$ cat src/rtl/mem_arbiter_pkg.sv
// Shared definitions for the I/D cache line memory arbiter.
//   - default widths and starvation limit used as parameter defaults
//   - arbiter FSM state encoding
package mem_arbiter_pkg;

  localparam int ADDR_W_DEF     = 28;
  localparam int LINE_W_DEF     = 128;
  localparam int STARVE_MAX_DEF = 4;

  typedef enum logic [1:0] {
    IDLE    = 2'd0,
    SERVE_I = 2'd1,
    SERVE_D = 2'd2,
    DONE    = 2'd3
  } state_t;

endpackage

$ cat src/rtl/mem_arbiter.sv
// Arbitrates I-cache and D-cache line requests onto one memory port.
// D has priority, but after STARVE_MAX consecutive D grants with I waiting,
// I is granted. Each transaction runs IDLE -> SERVE_x -> DONE -> IDLE.
//
// Ports:
//   clk, rst                      clock, asynchronous active-high reset
//   i_read/i_write/i_addr/i_wdata I-cache request (write wins if both set)
//   i_ready/i_rdata               I completion pulse and read data
//   d_read/d_write/d_addr/d_wdata D-cache request (write wins if both set)
//   d_ready/d_rdata               D completion pulse and read data
//   mem_read/mem_write/mem_addr/mem_wdata  registered memory command
//   mem_ready/mem_rdata           memory completion pulse and read data
module mem_arbiter
  import mem_arbiter_pkg::*;
#(
  parameter int ADDR_W     = ADDR_W_DEF,
  parameter int LINE_W     = LINE_W_DEF,
  parameter int STARVE_MAX = STARVE_MAX_DEF
) (
  input  logic              clk,
  input  logic              rst,
  input  logic              i_read,
  input  logic              i_write,
  input  logic [ADDR_W-1:0] i_addr,
  input  logic [LINE_W-1:0] i_wdata,
  output logic              i_ready,
  output logic [LINE_W-1:0] i_rdata,
  input  logic              d_read,
  input  logic              d_write,
  input  logic [ADDR_W-1:0] d_addr,
  input  logic [LINE_W-1:0] d_wdata,
  output logic              d_ready,
  output logic [LINE_W-1:0] d_rdata,
  output logic              mem_read,
  output logic              mem_write,
  output logic [ADDR_W-1:0] mem_addr,
  output logic [LINE_W-1:0] mem_wdata,
  input  logic              mem_ready,
  input  logic [LINE_W-1:0] mem_rdata
);

  localparam int CNT_W = $clog2(STARVE_MAX + 1);

  state_t             state, state_nxt;
  logic [CNT_W-1:0]   starve_cnt;
  logic               starve_full;
  logic               i_pend, d_pend;
  logic               grant_i, grant_d;
  logic [LINE_W-1:0]  i_rdata_q, d_rdata_q;

  assign i_pend      = i_read | i_write;
  assign d_pend      = d_read | d_write;
  assign starve_full = (starve_cnt == CNT_W'(STARVE_MAX));

  // Read data is passed straight through in the ready cycle and held after.
  assign i_rdata = i_ready ? mem_rdata : i_rdata_q;
  assign d_rdata = d_ready ? mem_rdata : d_rdata_q;

  // NOTE: sequential state uses non-blocking assignments so every register
  // samples pre-edge values regardless of process evaluation order.
  always_ff @(posedge clk or posedge rst) begin
    if (rst) state <= IDLE;
    else     state <= state_nxt;
  end

  // NOTE: every output of this block gets a default first, so no path
  // through the case leaves a signal unassigned and no latch is inferred.
  always_comb begin
    state_nxt = state;
    grant_i   = 1'b0;
    grant_d   = 1'b0;
    i_ready   = 1'b0;
    d_ready   = 1'b0;
    unique case (state)
      IDLE: begin
        // D wins ties unless I has been passed over STARVE_MAX times.
        if (d_pend && !(i_pend && starve_full)) begin
          grant_d   = 1'b1;
          state_nxt = SERVE_D;
        end else if (i_pend) begin
          grant_i   = 1'b1;
          state_nxt = SERVE_I;
        end
      end
      SERVE_I: begin
        if (mem_ready) begin
          i_ready   = 1'b1;
          state_nxt = DONE;
        end
      end
      SERVE_D: begin
        if (mem_ready) begin
          d_ready   = 1'b1;
          state_nxt = DONE;
        end
      end
      DONE:    state_nxt = IDLE;
      default: state_nxt = IDLE;
    endcase
  end

  // Memory command, starvation counter and read-data hold registers.
  // NOTE: the read-data hold registers are reset too, because the reset
  // value of i_rdata/d_rdata is architecturally visible (zero).
  always_ff @(posedge clk or posedge rst) begin
    if (rst) begin
      mem_read   <= 1'b0;
      mem_write  <= 1'b0;
      mem_addr   <= '0;
      mem_wdata  <= '0;
      starve_cnt <= '0;
      i_rdata_q  <= '0;
      d_rdata_q  <= '0;
    end else begin
      if (grant_i) begin
        mem_addr   <= i_addr;
        mem_wdata  <= i_wdata;
        mem_write  <= i_write;
        mem_read   <= i_read & ~i_write;
        starve_cnt <= '0;
      end else if (grant_d) begin
        mem_addr  <= d_addr;
        mem_wdata <= d_wdata;
        mem_write <= d_write;
        mem_read  <= d_read & ~d_write;
        if (i_pend && !starve_full) starve_cnt <= starve_cnt + CNT_W'(1);
      end else if (i_ready || d_ready) begin
        // Strobes drop entering DONE; address/data are left as they were.
        mem_read  <= 1'b0;
        mem_write <= 1'b0;
      end
      if (i_ready) i_rdata_q <= mem_rdata;
      if (d_ready) d_rdata_q <= mem_rdata;
    end
  end

endmodule

$ cat config.mk
export PLATFORM = sky130hd
export DESIGN_NAME = mem_arbiter
export DESIGN_NICKNAME = d
export VERILOG_FILES = /design/src/rtl/mem_arbiter_pkg.sv /design/src/rtl/mem_arbiter.sv
export SDC_FILE = /design/constraint.sdc
export NUM_CORES = 1
export LEC_CHECK = 0
export ABC_AREA = 1
export BUFFER_PORTS_ARGS = -buffer_cell sky130_fd_sc_hd__buf_4
export CAP_MARGIN = 25
export CORE_AREA = 2 2 331 333
export DETAILED_ROUTE_END_ITERATION = 8
export DIE_AREA = 0 0 333 335
export HOLD_SLACK_MARGIN = 0.08
export PLACE_DENSITY = 0.44
export SLEW_MARGIN = 5
export SYNTH_ARGS = -nofsm -noshare
export SYNTH_HDL_FRONTEND = slang
export SYNTH_SLANG_ARGS = --single-unit
$ cat constraint.sdc
create_clock -name clk -period 13.35 [get_ports clk]
set_input_delay 2.67 -clock clk [delete_from_list [all_inputs] [get_ports clk]]
set_output_delay 2.67 -clock clk [all_outputs]
set_load 0.02 [all_outputs]
==> out/results.ini <==
[routing]
vias=17600
drt_iter0_drc=940
dr.pass1.iters=5
routed_via_density=3.83
wl_per_cell_um=17.6
ant_nets=0
drc=0
finalWirelength_mm=80.8

[global_routing]
track_usage_pct=13.9
met1_usage_pct=17.0
top_usage_layer=met2
grt_pass1_wl_mm=118
first_global_vias=17600
grt_overflow=0
met3_usage_pct=5.74
grt_antenna_before_repair=5
grt_max_degree=208
grtUsageMet2_pct=22.6

[min_path]
hold_path_class=register to register

[worst_setup_path]
worst-path-max-fanout=207
worstSetupPathType=input pin to primary output
cp.required_ns=10.68
cp.arrival_ns=4.85
start_kind=input pin
end_kind=primary output

[power_and_ir_drop]
p_leak_nw=15.9
p_int_w=0.00401
pwr_density_cell_mw_per_mm2=259
p_switching_w=0.00329
worst_ir_drop_vdd_mv=0.137
pwr-share-clk_pct=19.4
p_seq_share_pct=28.9
switching_share_pct=45.1
p_comb_share_pct=51.8

[sta]
hold_viol_final=0
finalCritPeriodShare_pct=56.3
finalSetupViolCount=0
max_slew_margin_pct=31.4
finalSetupTns_ns=0
worst_pin_slew_ns=1.03
max_freq_ghz=0.133
maxSlewViolCount=0
fin_skew_ns=0.0257
hold_ws_ns=0.478
rsz0062_at_grt=false
period_minus_slack_ns=7.52

[place]
dpl.hpwl_mm=58.8
placedInstanceArea_mm2=0.0265
placedCellCount=4502
gp_congestion=0.772
port_buffers=862

[cells_and_area]
drive_above_1_share_pct=30.5
layout_commonest_cell=buf_4
final_cells=4595
diodes=0
num-nets-final=3596
final_cell_mix=869 x buf_4, 737 x nand2_1, 451 x inv_1
fillCellCount=12000
design_area_mm2=0.0282
utilization_pct=26.1
syn_to_final_growth_pct=50.5

[run]
max_cap_violations=0

[clock_network]
cts_hold_buf=0
root_buffer=clkbuf_16
cts_num_sinks=419
path_clk_slew_ns=0.05
clkLatencyLatePin_ns=0.63
numCtsBuffers=52
clockBufferDepth=3
cts_tree=done
cts_setup_buffers=0
post_cts_resized=0
htreeDepth=2

[die]
fp.coreArea_mm2=0.108
die_x_um=333
die_y_um=335
io_pins=863
initial_utilization_pct=17.4
num_rows=121
fp.dieArea_mm2=0.112

[logic_synthesis]
syn_nets=2809
yosys_warnings=0
synth_area_mm2=0.0188
synthDistinctLibCells=20
synth-seq-cells=419
synth_area_per_cell_um2=7.96
ys_seq_area_share_pct=55.9
netlist_instances=2357

[outcome]
run_status=finished clean

[Yosys cell counts, drive strengths merged]
cell type | instances | area (um^2)
nor2 | 3 | 11.3
nand3 | 317 | 1590
nand4 | 5 | 31.3
xnor2 | 1 | 8.76
nand2 | 745 | 2840
dfrtp | 419 | 10500
inv | 458 | 1720
o21ai | 261 | 1310
buf | 89 | 499
ha | 5 | 62.6
clkbuf | 53 | 199
o31ai | 1 | 7.51
[per-layer routing]
layer | part of all wire, % | up-vias
met5 | 0.028 | -
met4 | 2.4 | 4
met3 | 10 | 93
met2 | 47 | 639
met1 | 41 | 8118
li1 | - | 8743
[sequential cells by signal (all words and copies together) (netlist names)]
signal,flops
mem_write,1
state,2
mem_wdata,128
d_rdata_q,128
mem_read,1
i_rdata_q,128
starve_cnt,3
mem_addr,28
[cells by family after synthesis]
| kind of cell | after synthesis | share of synthesized area (%) |
|---|---|---|
| AO/OA/AOI/OAI | 262 | 7.00 |
| flip-flops | 419 | 55.9 |
| XOR/XNOR | 1 | 0.0467 |
| adder cells (fa/ha/maj) | 5 | 0.333 |
| buffers and inverters | 600 | 12.9 |
| AND/OR/NAND/NOR | 1070 | 23.8 |
[area by class of cell]
class                   instances  area [um^2]  share of cell area, %
flip-flops and latches        419        10500                   37.1
repair buffers                875         6660                   23.6
multi-input cells            1338         5900                   20.9
well taps                    1414         1770                   6.26
inverters                     458         1730                   6.14
clock buffers                  79         1560                   5.54
clock inverters                12          129                  0.456
[critical path: stages]
cell and delay, ns:
buf_4 0.13, nand2_4 0.50, buf_12 0.51, o21ai_0 0.38, buf_4 0.26
[power by group through the flow]
| stage | Clock, W | Combinational [W] | Sequential [W] |
|---|---|---|---|
| 2_1_floorplan | 0 | 0.00181 | 0.00240 |
| 3_3_place_gp | 0 | 0.00386 | 0.00212 |
| 3_5_place_dp | 0 | 0.00385 | 0.00213 |
| 4_1_cts | 0.00148 | 0.00387 | 0.00211 |
| 5_1_grt | 0.00153 | 0.00414 | 0.00218 |
| 6_report | 0.00142 | 0.00378 | 0.00211 |
[metrics by stage]
stage | worst slack (ns) | power, W
2_1_floorplan | 5.03 | 0.00421
3_3_place_gp | 5.85 | 0.00598
3_5_place_dp | 5.87 | 0.00598
4_1_cts | 5.86 | 0.00746
5_1_grt | 5.72 | 0.00785
6_report | 5.83 | 0.00731
[path summary, 6_finish.rpt]
kind / cells past startpoint / to / slack (ns) / from
min in group asynchronous: 2 / i_rdata_q[24]$_DFF_PP0_ / 2.18 / rst
worst min-delay path: 2 / mem_wdata[60]$_DFFE_PP0P_ / 0.48 / mem_wdata[60]$_DFFE_PP0P_
worst max-delay path: 5 / d_rdata[85] / 5.83 / mem_ready
worst min register to register: 2 / mem_wdata[60]$_DFFE_PP0P_ / 0.48 / mem_wdata[60]$_DFFE_PP0P_
max in group asynchronous: 4 / mem_wdata[95]$_DFFE_PP0P_ / 8.99 / rst
worst max register to register: 9 / mem_wdata[113]$_DFFE_PP0P_ / 9.88 / state[0]$_DFFE_PP0P_
Power figures use the tool's default switching activity.
